## src/rtl/counter_read_latch_if.sv

```systemverilog
// Read-side bus of one 8254 counter.
// master: control-word decoder, counter element and read qualifier (drive the inputs).
// slave : counter_read_latch (returns DataOut / DataValid).
//   RD             one-cycle read strobe, already chip/counter qualified
//   CounterLatch   count latch command pulse
//   StatusLatch    status latch command pulse
//   ChgControlWord new control word pulse, ControlWord = {RW[1:0], M[2:0], BCD}
//   CountValue     live counter element value
//   OutPin         current OUT level
//   NullCount      null-count flag
//   DataOut        registered read byte
//   DataValid      one-cycle pulse qualifying DataOut
interface counter_read_latch_if #(
  parameter int unsigned CNT_W = 16
);
  logic             RD;
  logic             CounterLatch;
  logic             StatusLatch;
  logic             ChgControlWord;
  logic [5:0]       ControlWord;
  logic [CNT_W-1:0] CountValue;
  logic             OutPin;
  logic             NullCount;
  logic [7:0]       DataOut;
  logic             DataValid;

  modport master (
    output RD, CounterLatch, StatusLatch, ChgControlWord, ControlWord,
    output CountValue, OutPin, NullCount,
    input  DataOut, DataValid
  );

  modport slave (
    input  RD, CounterLatch, StatusLatch, ChgControlWord, ControlWord,
    input  CountValue, OutPin, NullCount,
    output DataOut, DataValid
  );
endinterface

```

## src/rtl/counter_read_latch.sv

```systemverilog
// Per-counter read path of an 8254: holds the count output latch and the status latch and
// sequences byte reads onto the data bus according to the programmed RW mode.
// Ports:
//   CLK    system clock, rising edge
//   RST_N  asynchronous active-low reset
//   bus    counter_read_latch_if.slave (commands, live count/status in; read byte out)
module counter_read_latch #(
  parameter int unsigned CNT_W = 16
) (
  input  logic                  CLK,
  input  logic                  RST_N,
  counter_read_latch_if.slave   bus
);

  typedef enum logic [0:0] {PtrLsb, PtrMsb} byte_ptr_e;

  logic [1:0]       rw_mode_q, rw_mode_d;
  logic [3:0]       mode_bcd_q, mode_bcd_d;
  byte_ptr_e        byte_ptr_q, byte_ptr_d;
  logic [CNT_W-1:0] ol_q, ol_d;
  logic             count_latched_q, count_latched_d;
  logic [7:0]       status_byte_q, status_byte_d;
  logic             status_latched_q, status_latched_d;
  logic [7:0]       data_out_q, data_out_d;
  logic             data_valid_q, data_valid_d;
  logic [CNT_W-1:0] src;

  always_comb begin
    rw_mode_d        = rw_mode_q;
    mode_bcd_d       = mode_bcd_q;
    byte_ptr_d       = byte_ptr_q;
    ol_d             = ol_q;
    count_latched_d  = count_latched_q;
    status_byte_d    = status_byte_q;
    status_latched_d = status_latched_q;
    data_out_d       = data_out_q;
    data_valid_d     = 1'b0;
    src              = count_latched_q ? ol_q : bus.CountValue;

    if (bus.ChgControlWord) begin
      // Reprogramming wins over any read or latch arriving in the same cycle.
      rw_mode_d        = bus.ControlWord[5:4];
      mode_bcd_d       = bus.ControlWord[3:0];
      count_latched_d  = 1'b0;
      status_latched_d = 1'b0;
      byte_ptr_d       = PtrLsb;
    end else begin
      // Read is evaluated first on pre-cycle state; latch commands below then judge
      // against the pre-cycle flags, so a latch held coming in is never re-armed here.
      if (bus.RD) begin
        data_valid_d = 1'b1;
        if (rw_mode_q == 2'b00) begin
          data_out_d = 8'h00;
        end else if (status_latched_q) begin
          data_out_d       = status_byte_q;
          status_latched_d = 1'b0;
        end else begin
          case (rw_mode_q)
            2'b01: begin
              data_out_d      = src[7:0];
              count_latched_d = 1'b0;
            end
            2'b10: begin
              data_out_d      = src[CNT_W-1 -: 8];
              count_latched_d = 1'b0;
            end
            default: begin
              if (byte_ptr_q == PtrMsb) begin
                data_out_d      = src[CNT_W-1 -: 8];
                byte_ptr_d      = PtrLsb;
                count_latched_d = 1'b0;
              end else begin
                data_out_d = src[7:0];
                byte_ptr_d = PtrMsb;
              end
            end
          endcase
        end
      end

      if (bus.CounterLatch && !count_latched_q) begin
        ol_d            = bus.CountValue;
        count_latched_d = 1'b1;
      end

      if (bus.StatusLatch && !status_latched_q) begin
        status_byte_d    = {bus.OutPin, bus.NullCount, rw_mode_q, mode_bcd_q};
        status_latched_d = 1'b1;
      end
    end
  end

  always_ff @(posedge CLK or negedge RST_N) begin
    if (!RST_N) begin
      rw_mode_q        <= 2'b11;
      mode_bcd_q       <= 4'b0000;
      byte_ptr_q       <= PtrLsb;
      ol_q             <= '0;
      count_latched_q  <= 1'b0;
      status_byte_q    <= 8'h00;
      status_latched_q <= 1'b0;
      data_out_q       <= 8'h00;
      data_valid_q     <= 1'b0;
    end else begin
      rw_mode_q        <= rw_mode_d;
      mode_bcd_q       <= mode_bcd_d;
      byte_ptr_q       <= byte_ptr_d;
      ol_q             <= ol_d;
      count_latched_q  <= count_latched_d;
      status_byte_q    <= status_byte_d;
      status_latched_q <= status_latched_d;
      data_out_q       <= data_out_d;
      data_valid_q     <= data_valid_d;
    end
  end

  assign bus.DataOut   = data_out_q;
  assign bus.DataValid = data_valid_q;

endmodule
```

## src/flat_wrapper.sv

```systemverilog
// flat-port wrapper written by rule: the top's interface ports become plain ports
module counter_read_latch_flat 
#(
  parameter int unsigned CNT_W = 16
)
  (CLK, RST_N, bus_RD, bus_CounterLatch, bus_StatusLatch, bus_ChgControlWord, bus_ControlWord, bus_CountValue, bus_OutPin, bus_NullCount, bus_DataOut, bus_DataValid);
  counter_read_latch_if #(.CNT_W(CNT_W)) bus_i ();
  input  logic CLK;
  input  logic RST_N;
  input wire logic [$bits(bus_i.RD)-1:0] bus_RD;
  input wire logic [$bits(bus_i.CounterLatch)-1:0] bus_CounterLatch;
  input wire logic [$bits(bus_i.StatusLatch)-1:0] bus_StatusLatch;
  input wire logic [$bits(bus_i.ChgControlWord)-1:0] bus_ChgControlWord;
  input wire logic [$bits(bus_i.ControlWord)-1:0] bus_ControlWord;
  input wire logic [$bits(bus_i.CountValue)-1:0] bus_CountValue;
  input wire logic [$bits(bus_i.OutPin)-1:0] bus_OutPin;
  input wire logic [$bits(bus_i.NullCount)-1:0] bus_NullCount;
  output wire logic [$bits(bus_i.DataOut)-1:0] bus_DataOut;
  output wire logic [$bits(bus_i.DataValid)-1:0] bus_DataValid;
  assign bus_i.RD = bus_RD;
  assign bus_i.CounterLatch = bus_CounterLatch;
  assign bus_i.StatusLatch = bus_StatusLatch;
  assign bus_i.ChgControlWord = bus_ChgControlWord;
  assign bus_i.ControlWord = bus_ControlWord;
  assign bus_i.CountValue = bus_CountValue;
  assign bus_i.OutPin = bus_OutPin;
  assign bus_i.NullCount = bus_NullCount;
  assign bus_DataOut = bus_i.DataOut;
  assign bus_DataValid = bus_i.DataValid;
  counter_read_latch #(.CNT_W(CNT_W)) u_core (.CLK(CLK), .RST_N(RST_N), .bus(bus_i));
endmodule
```

## config.mk

```make
export PLATFORM = sky130hd
export DESIGN_NAME = counter_read_latch_flat
export DESIGN_NICKNAME = d
export VERILOG_FILES = /design/src/rtl/counter_read_latch_if.sv /design/src/rtl/counter_read_latch.sv /design/src/flat_wrapper.sv
export SDC_FILE = /design/constraint.sdc
export NUM_CORES = 1
export LEC_CHECK = 0
export CAP_MARGIN = 25
export CORE_MARGIN = 2
export CORE_UTILIZATION = 46
export DETAILED_ROUTE_END_ITERATION = 8
export PLACE_DENSITY = 0.75
export SYNTH_ARGS = -nofsm -noshare
export SYNTH_HDL_FRONTEND = slang
export SYNTH_SLANG_ARGS = --single-unit
export TNS_END_PERCENT = 1
```

## constraint.sdc

```tcl
create_clock -name CLK -period 1.8 [get_ports CLK]
set_clock_uncertainty 0.2 [all_clocks]
set_input_delay 0.36 -clock CLK [delete_from_list [all_inputs] [get_ports CLK]]
set_output_delay 0.36 -clock CLK [all_outputs]
set_load 0.01 [all_outputs]
```

== Yosys cells after proc, flatten, opt, wreduce, memory -nomap -nowiden ==
Cells that the tools add are included.
Widths: inputs -> output; s select.

* Multiplexer cells: 24
* Reduce and logical (&&, ||, !) cells: 16
* Bitwise gates (word level): 1
* Equality and inequality tests: 8

{| class="wikitable"
|+ Operators by type and width
! cell !! number
|-
| $mux 8 || 3
|-
| $mux 1 || 19
|-
| $mux 16 || 1
|-
| $pmux 8 s2 || 1
|-
| $ne 3x3->1 const B || 3
|-
| $reduce_and 2->1 || 4
|-
| $reduce_and 4->1 || 2
|-
| $reduce_bool 3->1 || 2
|-
| $ne 2x2->1 const B || 2
|-
| $reduce_bool 4->1 || 1
|-
| $eq 2x1->1 const B || 1
|-
| $eq 2x2->1 const B || 1
|-
| $logic_and 1x1->1 || 2
|-
| $logic_not 1->1 || 2
|-
| $logic_not 2->1 || 1
|-
| $ne 2x1->1 const B || 1
|-
| $reduce_bool 2->1 || 1
|-
| $reduce_or 2->1 || 1
|-
| $not 1->1 || 1
|}

* Output and inout bits: 9
* Bits of input ports: 30
* Register bits after elaboration: 42

== Longest topological paths before layout ==
Gate-level depths: netlist of run 1.

* Depth after elaboration: 8
* Mapped depth: 6
* Mapped depth without buffers: 5

== Least setup slack after synthesis of run 1 ==
Ideal clock, no wire load.

* Kind: register to register
* Start: register u_core.rw_mode_q[0]
* End: register u_core.data_out_q[0] (netlist: u_core.bus.DataOut[0])
* Clock period less this slack: 1850 ps
* Cell stages (with the launch flop): 6
* Required time: 1469 ps
* Arrival time: 1520 ps
* Setup time: 131 ps
* Setup slack: -50 ps
* Path through: dfstp_2 -> inv_1 -> ha_1 -> mux2_2 -> a32oi_1 -> o21ai_0

* Cells in the longest elaborated chain, start to end: 4
* Elaborated cells between the ends (all ways): 6
* Those cells by class: 2 x eq/ne; 3 x mux; 1 x reduce/logical

{| class="wikitable"
|+ RTL lines
! item !! line !! RTL
|-
| start: declaration || counter_read_latch.sv:17 || <nowiki>logic [1:0] rw_mode_q, rw_mode_d;</nowiki>
|-
| start signal: assignment || counter_read_latch.sv:105 || <nowiki>rw_mode_q <= rw_mode_d;</nowiki>
|-
| $eq 2x2->1 / $eq 2x1->1 (equally long branches) || counter_read_latch.sv:58 || <nowiki>case (rw_mode_q)</nowiki>
|-
| $pmux 8 s2 || counter_read_latch.sv:58 ||
|-
| $mux 8 || counter_read_latch.sv:54 || <nowiki>end else if (status_latched_q) begin</nowiki>
|-
| $mux 8 * || counter_read_latch.sv:52 || <nowiki>if (rw_mode_q == 2'b00) begin</nowiki>
|-
| end signal: assignment || counter_read_latch.sv:112 || <nowiki>data_out_q <= data_out_d;</nowiki>
|-
| end: declaration || counter_read_latch.sv:24 || <nowiki>logic [7:0] data_out_q, data_out_d;</nowiki>
|}

Every way passes the cells marked *; elsewhere a longest branch is shown, timed or not.
A chain may end at the register's enable or synchronous reset.

== Final worst setup path of run 1 ==
* Start: register u_core.rw_mode_q[0]
* End: register u_core.data_out_q[6] (netlist: u_core.bus.DataOut[6])

The elaborated chain is that of the path after synthesis.

==> results.cfg, run 1 <==
[outcome]
status = finished, violations left
violations = setup timing

[floorplanning]
num_rows = 24
die_width_um = 70.4
initial_core_util = 0.473
io_pins = 39
die_area_mm2 = 0.00496
core-area_mm2 = 0.00429
die_y_um = 70.4

[final_layout]
final_util = 0.641
drive_gt1_frac = 0.422
nNetsFinal = 232
antenna_cells = 0
syn_to_final_growth_pct = 35.7
n_fill_cell = 307
final_area_mm2 = 0.00275

[yosys]
yosysMostFrequentCell = dfrtp_1
ys_ff_latch = 42
syn_nets = 180
ys_seq_area_frac = 0.519
syn_area_mm2 = 0.00203
async_flop_share = 1.00
yosys_warnings = 0
synth_area_leader_cell = dfrtp_1
synth_edf_count = 0
ys_types = 26
synth_top_area_frac = 0.493
synth_commonest_cells = 40 x dfrtp_1, 36 x mux2_2, 10 x o21ai_0
ys.flop_type = dfrtp_1
synth_area_leaders = dfrtp_1 49%, mux2_2 20%, mux2_4 6.7%
syn-instance-count = 147
syn_avg_cell_area_um2 = 13.8

[sta]
max_freq_mhz = 535
tightest_slew_ns = 0.323
worst_slack_ns = -0.0697
rsz0062_at_grt = yes
hold_viol = 0
slew_violations = 0
post-route-min-period_ns = 1.87
slew_headroom = 0.782
setup_viol = 8
period_share = 1.04

[routing]
ant_nets = 0
drt-total-wl_mm = 4.09
drt_iter0_markers = 57
dr.pass1.iters = 4
routedWlPerCell_um = 16.3
via_count = 1365
viasPerCell = 5.44
drcViolationCount = 0

[setup_path]
r2r_cells = 5
critical_path_class = reg -> reg
worst-path-buf-inv = 1
r2r_slack_ns = -0.07
worstPathArrival_ns = 1.85
worstReg2RegStart = u_core.rw_mode_q[0]$_DFFE_PN1P_
worstPathMaxFanout = 8
max_stage_delay_ns = 0.56
endpoint_kind = register
cpMaxStageDelayCell = dfstp_2
crit_family = flip-flops
start_kind = register
r2r_end = u_core.bus.DataOut[6]$_DFFE_PN0P_
cp_cell_sequence = inv_4 > ha_4 > mux2_4 > a32oi_2 > o21ai_1
worstPathRequired_ns = 1.78

[clocking]
root_buffer = clkbuf_8
cts_tree = done
worstSkewPairLatency_ns = 0.29
path_clk_slew_ns = 0.08
cts.sinks = 42
cts_buffer_depth = 2
cts_buffers = 5
cts_max_level = 2

[power]
pwr_density_cell_mw_per_mm2 = 992
power_w = 0.00273
leakage_nw = 1.20
peakVddDrop_mv = 0.568

[placement]
gp_congestion = 0.823
io_buffers = 38
dp_worst_setup_slack_ns = -0.231
hpwlAfterDp_mm = 2.93
dpl_cell_area_mm2 = 0.00255

[grt]
grt_overflow_total = 0
grt_max_degree = 43
grt_pass1_wl_mm = 6.98
grt_usage = 0.180
antenna_found_initial = 0
first_global_vias = 1416

[min_path]
hp-class = reg -> reg
holdPathEnd = u_core.mode_bcd_q[2]$_DFFE_PN0P_
hold-path-cell-count = 1
hold_start = u_core.mode_bcd_q[2]$_DFFE_PN0P_

[run]
drv_cap = 0
placed cells by master, fill, tap and decap left out, drive strengths merged:
master / netlist / layout
mux2: 45 / 45
dfrtp: 40 / 40
clkdlybuf4s50: 0 / 32
buf: 5 / 16
o21ai: 10 / 10
a22oi: 8 / 8
a32oi: 8 / 8
clkbuf: 4 / 6
inv: 5 / 5
dlymetal6s2s: 0 / 4
nor2: 3 / 3
nand2b: 3 / 3
ha: 3 / 3
nor3b: 2 / 2
nand2: 2 / 2
dfstp: 2 / 2
nand3: 1 / 1
nor4bb: 1 / 1
nor4b: 1 / 1
xnor2: 1 / 1
a311oi: 1 / 1
o211ai: 1 / 1
a31o: 1 / 1
bufinv: 0 / 1
dlygate4sd3: 0 / 1
dlygate4sd2: 0 / 1
logic make-up after synthesis:
group           synth area share
mux                        0.266
buf+inv                   0.0419
compound gates             0.101
fa+ha+maj                 0.0185
xor+xnor                 0.00432
simple gates              0.0487
flops                      0.519
sequential cells by signal, summed over array words and instances (netlist names):
name,count
u_core.mode_bcd_q,4
u_core.status_latched_q,1
u_core.rw_mode_q,2
u_core.ol_q,16
u_core.bus.DataOut,8
u_core.status_byte_q,8
u_core.bus.DataValid,1
u_core.byte_ptr_q,1
u_core.count_latched_q,1
worst max path at each step:
stage	start	end	slack (ns)	cells after the start
after global placement	bus_ChgControlWord	u_core.status_byte_q[6]$_DFFE_PN0P_	-0.20	5
after detailed placement	bus_ChgControlWord	u_core.bus.DataOut[4]$_DFFE_PN0P_	-0.23	5
final	u_core.rw_mode_q[0]$_DFFE_PN1P_	u_core.bus.DataOut[6]$_DFFE_PN0P_	-0.07	5
after floorplan	u_core.rw_mode_q[0]$_DFFE_PN1P_	u_core.bus.DataOut[0]$_DFFE_PN0P_	0.05	5
after global routing	u_core.rw_mode_q[0]$_DFFE_PN1P_	u_core.bus.DataOut[6]$_DFFE_PN0P_	-0.13	5
after CTS	u_core.rw_mode_q[0]$_DFFE_PN1P_	u_core.bus.DataOut[7]$_DFFE_PN0P_	-0.05	5
routing by layer:
layer  vias to the layer above  routed length (um)  GRT usage
li1                        645                   -          -
met1                       665                1820      0.242
met2                        49                1890      0.279
met3                         6                 318     0.0664
met4                         0                  61     0.0427
met5                         -                   0          0
repair_timing:
item	4_1_cts	5_1_grt
pin swaps	7	3
endpoints found under the setup margin	9	13
hold buffers	1	0
gates resized for setup	13	9
buffers inserted	0	2
hold endpoints to repair	40	0
through the flow:
stage	std cells	hold slack, ns	TNS, ns
final	251	0.309	-0.464
after CTS	249	0.311	-0.336
after global routing	251	0.322	-0.931
after global placement	241	0.144	-4.42
after floorplan	147	-0.136	0
after detailed placement	241	0.148	-5.33
report_power, final:
part | switching (W) | internal [W]
clock | 0.000307 | 0.000443
sequential | 0.000113 | 0.00113
combinational | 0.000281 | 0.000457
total | 0.000701 | 0.00203
final cells by class:
type / instances / area [um^2] / share of cell area
Sequential cell: 42 / 1050 / 0.383
Multi-Input combinational cell: 91 / 957 / 0.348
Timing Repair Buffer: 54 / 544 / 0.198
Clock buffer: 6 / 82.6 / 0.0300
Tap cell: 52 / 65.1 / 0.0236
Clock inverter: 1 / 30.0 / 0.0109
Inverter: 5 / 21.3 / 0.00772
No activity file was read; power rests on OpenSTA's default activity.
==> run 2, diff against run 1 <==
--- a/config.mk
+++ b/config.mk
@@ -5,6 +5,7 @@
 export SDC_FILE = /design/constraint.sdc
 export NUM_CORES = 1
 export LEC_CHECK = 0
+export ABC_AREA = 1
 export CAP_MARGIN = 25
 export CORE_MARGIN = 2
 export CORE_UTILIZATION = 46
==> run 2 against run 1 <==
  * The flow now finishes without violations
  * Setup slack improved by 0.11 ns
  * Routed wire length is 3.9% higher
  * Critical path depth decreased by 4
  * Count of clock-buffer cells in the layout stayed put
  * Worst hold slack lost 0.025 ns
  * Global-route usage grew 0.052 points
  * Synthesized area is 2.4% higher
  * Critical path type is now reg -> out
  * Largest cell class unchanged
==> results.cfg, run 2 <==
[outcome]
status = finished clean

[routing]
routedWlPerCell_um = 11.5
dr.pass1.iters = 5
drt_iter0_markers = 130
ant_nets = 0
viasPerCell = 4.74
drcViolationCount = 0
via_count = 1746
drt-total-wl_mm = 4.25

[yosys]
syn_area_mm2 = 0.00208
ys.flop_type = dfrtp_1
ys_ff_latch = 42
synth_edf_count = 0
synth_commonest_cells = 107 x nand2_1, 40 x dfrtp_1, 32 x o21ai_1
synth_area_leaders = dfrtp_1 48%, nand2_1 19%, o21ai_1 7.7%
syn_avg_cell_area_um2 = 7.73
syn_nets = 302
synthMuxAreaShare = 0
yosysMostFrequentCell = nand2_1
ys_types = 18
ys_seq_area_frac = 0.507
synthSimpleGateAreaFrac = 0.279
synthXorXnorAreaFrac = 0
async_flop_share = 1.00
syn-instance-count = 269
synth-compound-area-share = 0.101
synthAdderAreaFrac = 0.0181
synth_area_leader_cell = dfrtp_1
yosys_warnings = 0
synth_top_family_by_area = simple AND/OR/NAND/NOR gates
synth_top_area_frac = 0.482

[grt]
antenna_found_initial = 0
grt_max_degree = 34
grt_pass1_wl_mm = 7.17
grt_usage = 0.181
first_global_vias = 1633
grt_overflow_total = 0

[final_layout]
drive_gt1_frac = 0.117
largest-register = u_core.ol_q
multi_input_area_um2 = 873
n_fill_cell = 374
syn_to_final_growth_pct = 29.0
layout_commonest_cell = nand2_1
largest_register_ffs = 16
antenna_cells = 0
final_area_mm2 = 0.00268
regArea_mm2 = 0.00105
nNetsFinal = 348
final_cell_mix = 104 x nand2_1, 40 x dfrtp_1, 36 x clkdlybuf4s50_1

[power]
peakVddDrop_mv = 0.454
leakage_nw = 1.38
pwr_density_cell_mw_per_mm2 = 920
power_w = 0.00247

[placement]
dp_worst_setup_slack_ns = -0.00916
hpwlAfterDp_mm = 3.12
dpl_cell_area_mm2 = 0.00254
io_buffers = 38
gp_congestion = 0.858

[setup_path]
cp_cell_sequence = clkdlybuf4s50_1
crit_family = buffers and inverters
max_stage_delay_ns = 0.55
critical_path_class = reg -> out
worstPathRequired_ns = 1.24
endpoint_kind = output pin
worst-path-buf-inv = 1
cpMaxStageDelayCell = clkdlybuf4s50_1
worstPathArrival_ns = 1.20
worstPathMaxFanout = 2
start_kind = register

[clocking]
cts.sinks = 42
cts_buffer_depth = 2
worstSkewPairLatency_ns = 0.30
cts_tree = done
path_clk_slew_ns = 0.08
cts_max_level = 2
cts_buffers = 5
root_buffer = clkbuf_8

[sta]
setup_viol = 0
post-route-min-period_ns = 1.76
worst_slack_ns = 0.0429
max_freq_mhz = 569
period_share = 0.976
timing.hold.ws_ns = 0.283
hold_viol = 0
totalNegativeSetupSlack_ns = 0
tightest_slew_ns = 0.427
slew_violations = 0
slew_headroom = 0.715

[floorplanning]
die_area_mm2 = 0.00507
core-area_mm2 = 0.00435
die_width_um = 71.2
num_rows = 24
initial_core_util = 0.477
die_y_um = 71.2
io_pins = 39

[run]
drv_cap = 0

[min_path]
hp-class = reg -> reg
run 2: worst paths after layout:
| path | from | endpoint | slack [ns] | depth (start not counted) |
|---|---|---|---|---|
| worst max-delay path | u_core.bus.DataOut[1]$_DFFE_PN0P_ | bus_DataOut[1] | 0.04 | 1 |
| worst min-delay path | u_core.bus.DataOut[1]$_DFFE_PN0P_ | u_core.bus.DataOut[1]$_DFFE_PN0P_ | 0.28 | 2 |
| worst max register to register | u_core.rw_mode_q[1]$_DFFE_PN1P_ | u_core.bus.DataOut[5]$_DFFE_PN0P_ | 0.11 | 9 |
| worst min register to register | u_core.bus.DataOut[1]$_DFFE_PN0P_ | u_core.bus.DataOut[1]$_DFFE_PN0P_ | 0.28 | 2 |
| max in group asynchronous | RST_N | u_core.rw_mode_q[0]$_DFFE_PN1P_ | 0.52 | 3 |
| min in group asynchronous | RST_N | u_core.bus.DataOut[3]$_DFFE_PN0P_ | 0.33 | 2 |
run 2: worst reg2reg max path: stages (launching register included):
cell and delay [ns]:
dfstp_2 0.54, inv_2 0.05, ha_4 0.28, inv_2 0.06, nor2_4 0.13, nor2_4 0.06
nand2_1 0.06, nand3_1 0.08, nand2_1 0.08, nand2_1 0.06
run 2: per-stage QoR:
| step | cells | utilization |
|---|---|---|
| 6_report | 368 | 0.616 |
| 5_1_grt | 368 | 0.616 |
| 4_1_cts | 368 | 0.607 |
| 3_5_place_dp | 359 | 0.583 |
| 3_3_place_gp | 359 | 0.583 |
| 2_1_floorplan | 269 | - |
run 2: final cells by class:
type,instances,share of cell area
Clock inverter,2,0.00373
Multi-Input combinational cell,186,0.326
Sequential cell,42,0.393
Inverter,31,0.0443
Clock buffer,6,0.0271
Tap cell,52,0.0243
Timing Repair Buffer,49,0.182
run 2: power by group:
part	switching [W]	internal, W
clock network	0.000310	0.000269
registers	0.0000934	0.00111
logic	0.000362	0.000323
total	0.000766	0.00170
run 2: cell families after synthesis:
family                     Yosys count
AOI/OAI and AO/OA                   41
adders and majority gates            3
buffers and inverters               41
DFF                                 42
and+or+nand+nor                    142
run 2: layer usage:
metal,vias up,GRT usage,routed length (um)
met2,43,0.293,1980
li1,923,-,-
met5,-,0,0
met3,9,0.0436,153
met1,771,0.234,2020
met4,0,0.0755,96
run 2: repair_timing:
action,4_1_cts,5_1_grt
buffers inserted,0,0
setup endpoints to repair,5,9
hold endpoints to repair,16,0
hold buffers,1,0
pin swaps,1,4
resized for setup,1,13
